[src/rtl/imem_boot_loader_pkg.sv]
// imem_boot_loader_pkg: shared FSM encoding and framing constants for the boot loader.
package imem_boot_loader_pkg;
    typedef enum logic [2:0] {
        S_IDLE, S_LEN_LO, S_LEN_HI, S_DATA, S_WRITE, S_CHECK, S_DONE, S_ERROR
    } state_e;
    localparam int BYTES_PER_WORD = 4;
endpackage

[src/rtl/imem_boot_loader_word_packer.sv]
// imem_boot_loader_word_packer: packs bytes little-endian into a word and keeps a running XOR.
module imem_boot_loader_word_packer
    import imem_boot_loader_pkg::*;
(
    input  logic        clk,
    input  logic        clr_i,
    input  logic        xfer_i,
    input  logic [7:0]  byte_i,
    output logic [31:0] word_o,
    output logic        word_ready_o,
    output logic [7:0]  xor_o
);
    logic [1:0]  idx_q;
    logic [31:0] word_q;
    logic [7:0]  xor_q;

    always_ff @(posedge clk) begin
        if (clr_i) begin
            idx_q  <= '0;
            word_q <= '0;
            xor_q  <= '0;
        end else if (xfer_i) begin
            word_q[8*idx_q +: 8] <= byte_i;
            idx_q                <= idx_q + 2'd1;
            xor_q                <= xor_q ^ byte_i;
        end
    end

    assign word_o       = word_q;
    assign xor_o        = xor_q;
    assign word_ready_o = xfer_i && (idx_q == 2'(BYTES_PER_WORD - 1));
endmodule

[src/rtl/imem_boot_loader.sv]
// imem_boot_loader: receives a length-prefixed, XOR-checked byte stream, writes it into
// instruction memory and holds the core in reset until the load is verified.
module imem_boot_loader
    import imem_boot_loader_pkg::*;
#(
    parameter int ADDR_WIDTH = 8,
    parameter int BASE_ADDR  = 0
) (
    input  logic                  clk,
    input  logic                  reset,
    input  logic                  start,
    input  logic [7:0]            byteIn,
    input  logic                  byteValid,
    output logic                  byteReady,
    output logic                  imemWrEn,
    output logic [ADDR_WIDTH-1:0] imemAddr,
    output logic [31:0]           imemWrData,
    output logic                  coreReset,
    output logic                  loadDone,
    output logic                  loadError
);
    localparam int CAPACITY = 2 ** ADDR_WIDTH;
    localparam logic [ADDR_WIDTH-1:0] BASE = ADDR_WIDTH'(BASE_ADDR);

    state_e                state_q, state_d;
    logic [15:0]           len_q, len_d;
    logic [ADDR_WIDTH:0]   widx_q, widx_d;
    logic [31:0]           wdata_q;
    logic [31:0]           pk_word;
    logic [7:0]            pk_xor;
    logic                  pk_ready;
    logic                  xfer;
    logic [15:0]           n_full;

    assign byteReady = (state_q == S_LEN_LO) || (state_q == S_LEN_HI) ||
                       (state_q == S_DATA)   || (state_q == S_CHECK);
    assign xfer      = byteValid && byteReady;
    assign n_full    = {byteIn, len_q[7:0]};

    imem_boot_loader_word_packer u_packer (
        .clk          (clk),
        .clr_i        (reset || (state_q == S_IDLE)),
        .xfer_i       (xfer && (state_q == S_DATA)),
        .byte_i       (byteIn),
        .word_o       (pk_word),
        .word_ready_o (pk_ready),
        .xor_o        (pk_xor)
    );

    always_comb begin
        state_d = state_q;
        len_d   = len_q;
        widx_d  = widx_q;
        case (state_q)
            S_IDLE:   state_d = start ? S_LEN_LO : S_IDLE;
            S_LEN_LO: if (xfer) begin
                len_d[7:0] = byteIn;
                state_d    = S_LEN_HI;
            end
            S_LEN_HI: if (xfer) begin
                len_d   = n_full;
                state_d = (32'(n_full) > CAPACITY) ? S_ERROR :
                          (n_full == 16'd0)        ? S_CHECK : S_DATA;
            end
            S_DATA:   state_d = pk_ready ? S_WRITE : S_DATA;
            S_WRITE: begin
                widx_d  = widx_q + 1'b1;
                state_d = (16'(widx_d) == len_q) ? S_CHECK : S_DATA;
            end
            S_CHECK:  if (xfer) state_d = (byteIn == pk_xor) ? S_DONE : S_ERROR;
            default:  state_d = state_q;
        endcase
    end

    always_ff @(posedge clk) begin
        if (reset) begin
            state_q <= S_IDLE;
            len_q   <= '0;
            widx_q  <= '0;
            wdata_q <= '0;
        end else begin
            state_q <= state_d;
            len_q   <= (state_q == S_IDLE) ? '0 : len_d;
            widx_q  <= (state_q == S_IDLE) ? '0 : widx_d;
            if (state_q == S_WRITE) wdata_q <= pk_word;
        end
    end

    // The packed word is complete once WRITE is entered; the register keeps it afterwards.
    assign imemWrEn   = (state_q == S_WRITE);
    assign imemWrData = imemWrEn ? pk_word : wdata_q;
    assign imemAddr   = BASE + widx_q[ADDR_WIDTH-1:0];
    assign coreReset  = (state_q != S_DONE);
    assign loadDone   = (state_q == S_DONE);
    assign loadError  = (state_q == S_ERROR);
endmodule

[config.mk]
export PLATFORM = sky130hd
export DESIGN_NAME = imem_boot_loader
export DESIGN_NICKNAME = d
export VERILOG_FILES = /design/src/rtl/imem_boot_loader_pkg.sv /design/src/rtl/imem_boot_loader_word_packer.sv /design/src/rtl/imem_boot_loader.sv
export SDC_FILE = /design/constraint.sdc
export NUM_CORES = 1
export LEC_CHECK = 0
export CAP_MARGIN = 20
export CORE_ASPECT_RATIO = 1.25
export CORE_MARGIN = 4
export CORE_UTILIZATION = 40
export DETAILED_ROUTE_END_ITERATION = 10
export PLACE_DENSITY = 0.68
export SYNTH_ARGS = -nofsm -noshare
export SYNTH_HDL_FRONTEND = slang
export SYNTH_SLANG_ARGS = --single-unit
[constraint.sdc]
create_clock -name clk -period 2.55 [get_ports clk]
set_clock_uncertainty 0.2 [all_clocks]
set_input_delay 0.51 -clock clk [delete_from_list [all_inputs] [get_ports clk]]
set_output_delay 0.51 -clock clk [all_outputs]
set_load 0.02 [all_outputs]
==> summary.txt <==
Run status
  – Status: complete, no violations

Setup path
  – Worst Setup SP: state_q[1]
  – Req. time, crit path: 1.84 ns
  – Worst Reg-to-Reg Cells: 7
  – CP Capture Type: output port
  – Flop2flop setup slack: 0.24 ns
  – Startpoint types: flop
  – Critical Path AT: 1.79 ns
  – Crit-path max FO: 9
  – Reg-to-Reg Start: widx_q[3]
  – R2R Path End: state_q[2]
  – Critical path endpoint: imemWrEn
  – Setup CP Type: flop to output port

Placed design
  – Area after DPL: 5430 sq um
  – # port buffers: 56
  – Post-DP HPWL: 7730 microns
  – Gp weighted congestion: 0.887

Route
  – Final ANT Viol Nets: 0
  – Per-cell routed wire length: 15.1 microns
  – Via density: 5.13
  – First drt pass iteration count: 5
  – Remaining DRCs: 0
  – WL final: 11000 microns
  – Vias post-DR: 3719
  – DR iter-0 viols: 163

Floorplan
  – Floorplan core area: 11200 sq um
  – Initial core utilization: 0.413
  – Die Wd: 104 microns
  – Total Die Area: 13300 sq um
  – I/O Pins: 57
  – Vert. Die Dim: 128 microns
  – Rows: 43

Global route
  – Initial antenna violation count: 0
  – Largest net degree at the start of global routing: 34
  – Vias in the first global route: 3905
  – Gr usage total: 0.171
  – First-pass GRT wire length: 18600 microns
  – Total congestion overflow: 0

STA
  – RSZ-0062 raised after global routing: yes
  – Rel. slew slack: 0.686
  – Pins Over Slew Limit: 0
  – Setup violators final: 0
  – Final hold slack: 0.254 ns
  – Tmin final: 2.50 ns
  – Final hold violation count: 0
  – Fin crit share: 0.981
  – Least-Margin Pin Slew: 0.470 ns
  – Setup_tns: 0 ns
  – Max Clk Rate: 400 MHz

Synthesis
  – Number of synthesized flops with an enable pin: 0
  – Largest family of logic cells by synthesized area: simple AND/OR/NAND/NOR gates
  – Post-Syn Area: 4620 sq um
  – Post-Synth Simple-Gate Area: 0.233
  – Post-Synth Adder-Cell Area: 0.0190
  – Compound-Gate Fraction of Synth Area: 0.0851
  – Post-Syn Nets: 543
  – Mapped Cells: 524
  – Top-area cell type share of the netlist area: 0.442
  – Yosys warning total: 0
  – Yosys reg bits: 102
  – Netlist cell types: 43
  – Mux contribution to synthesized area: 0.102
  – Area leader, netlist: dfxtp_1
  – Commonest register cell after synthesis: dfxtp_1
  – Syn Area/Cell: 8.81 sq um
  – Top post-synthesis cells by area: dfxtp_1 (44%), mux2_2 (7.8%), nand2_1 (6.1%), a21oi_1 (5.2%), nor2b_1 (4.5%)
  – Seq/Total Area, Yosys: 0.442
  – Ys async rst share: 0
  – Synth Area in XOR/XNOR: 0.0645

Cells and area
  – Most common cell after layout, fill and taps aside: dfxtp_1
  – Final Instance Area: 5630 sq um
  – Share of layout cells above drive strength 1: 0.214
  – Fillers: 1075
  – Most frequent cells in the layout: dfxtp_1 (102), nand2_1 (75), a21oi_1 (48)
  – Area grow syn2layout: 22.0%
  – Inserted Diodes: 0
  – Final #Nets: 604
  – Core Util, Final: 0.503

Job
  – MaxCap Viol Count: 0

CTS
  – Post-CTS Setup Bufs: 0
  – Sinks on Clock Net: 102
  – Clock slew at reported path FFs: 0.07 ns
  – CTS Buffer Depth: 2
  – Hold Buf Count CTS: 0
  – Num CTS Buffers: 9
  – CTS tree: done
  – Root Buffer: clkbuf_16
  – H-tree levels: 3
  – Worst-skew pair later-pin latency: 0.33 ns

Power
  – Net Sw Power: 0.719 mW
  – Leakage: 2.18 nW
  – Internal Dissipation: 2.57 mW
  – Power Dens Cells: 583 nW/um^2
  – Reg power frac: 0.487
  – Clk network pwr share: 0.454
  – Switching share of power: 0.219
  – Comb pwr share: 0.060
  – Peak VDD IR: 320 uV

Min path
  – Hold Startpoint: u_packer.word_o[2]
  – Worst Hold Class: flop to flop
[stage by stage]
step                worst slack [ns]  total power [mW]  std cells
floorplan                     0.0887              1.74        524
global placement             0.00184              1.83        708
detailed placement            0.0100              1.83        708
CTS                          -0.0640              3.32        725
global route                 -0.0191              3.41        725
finish                        0.0478              3.29        725
[state kept, by name (all words and copies together) (netlist names)]
register and flops:
widx_q 9, u_packer.xor_o 8, u_packer.word_o 32, state_q 3, u_packer.idx_q 2, len_q 16, wdata_q 32
[how the worst min path moves through the flow]
stage	cells past startpoint	endpoint	slack, ns
CTS	2	u_packer.word_o[2]	0.26
detailed placement	2	u_packer.word_o[1]	0.24
floorplan	2	u_packer.word_o[0]	0.23
finish	2	u_packer.word_o[2]	0.25
global placement	2	u_packer.word_o[1]	0.24
global route	2	u_packer.word_o[1]	0.27
[synth_stat cells, types with 2 or more instances]
library cell,n
a21oi_1,48
a22oi_1,4
a31oi_1,2
and2_1,7
and3_1,4
and4_1,2
buf_2,5
buf_4,9
buf_6,3
clkbuf_1,28
dfxtp_1,102
ha_1,7
inv_1,5
mux2_2,32
mux2i_1,11
nand2_1,75
nand3_1,38
nand3b_1,2
nand4_1,2
nor2_1,33
nor2b_1,33
nor3_1,8
nor3b_1,4
nor4_1,6
o21ai_0,4
xnor2_1,12
xor2_1,22
[metal layers]
| metal | vias to the layer above | global-route usage | share of wire |
|---|---|---|---|
| met5 | - | 0 | 0 |
| met3 | 11 | 0.0322 | 0.034 |
| met2 | 81 | 0.298 | 0.51 |
| met4 | 0 | 0.0689 | 0.020 |
| li1 | 1879 | - | - |
| met1 | 1748 | 0.207 | 0.44 |
[worst max-delay path, cell delays in order, from the launching register on]
cell             delay [ns]
dfxtp_1                0.32
nor2_2                 0.13
and2_4                 0.23
buf_6                  0.17
clkdlybuf4s50_1        0.61
[power groups by stage]
stage,Combinational [mW],Clock [mW],Sequential (mW)
6_report,0.196,1.49,1.60
5_1_grt,0.210,1.60,1.60
4_1_cts,0.195,1.53,1.60
3_5_place_dp,0.194,0,1.64
3_3_place_gp,0.192,0,1.64
2_1_floorplan,0.108,0,1.64
[repair_timing]
item,CTS,global route
gates resized for setup,74,40
hold endpoints to repair,0,0
endpoints found under the setup margin,34,34
pin swaps,1,1
cloned,1,0
[cell families after synthesis]
kind of cell,count (synthesis)
adders and majority gates,7
AOI/OAI and AO/OA,67
muxes,43
DFF,102
and+or+nand+nor,221
xor gates and xnor gates,34
buffers and inverters,50
[area by class of cell]
class	count	area [sq um]	share of cell area
clock buffer	10	239	0.0424
clock inverter	6	93.8	0.0167
inverter	5	18.8	0.00333
multi-input combinational	372	2340	0.416
sequential	102	2040	0.363
tap	135	169	0.0300
timing repair buffer	95	728	0.129
No activity file was read; power rests on OpenSTA's default activity.
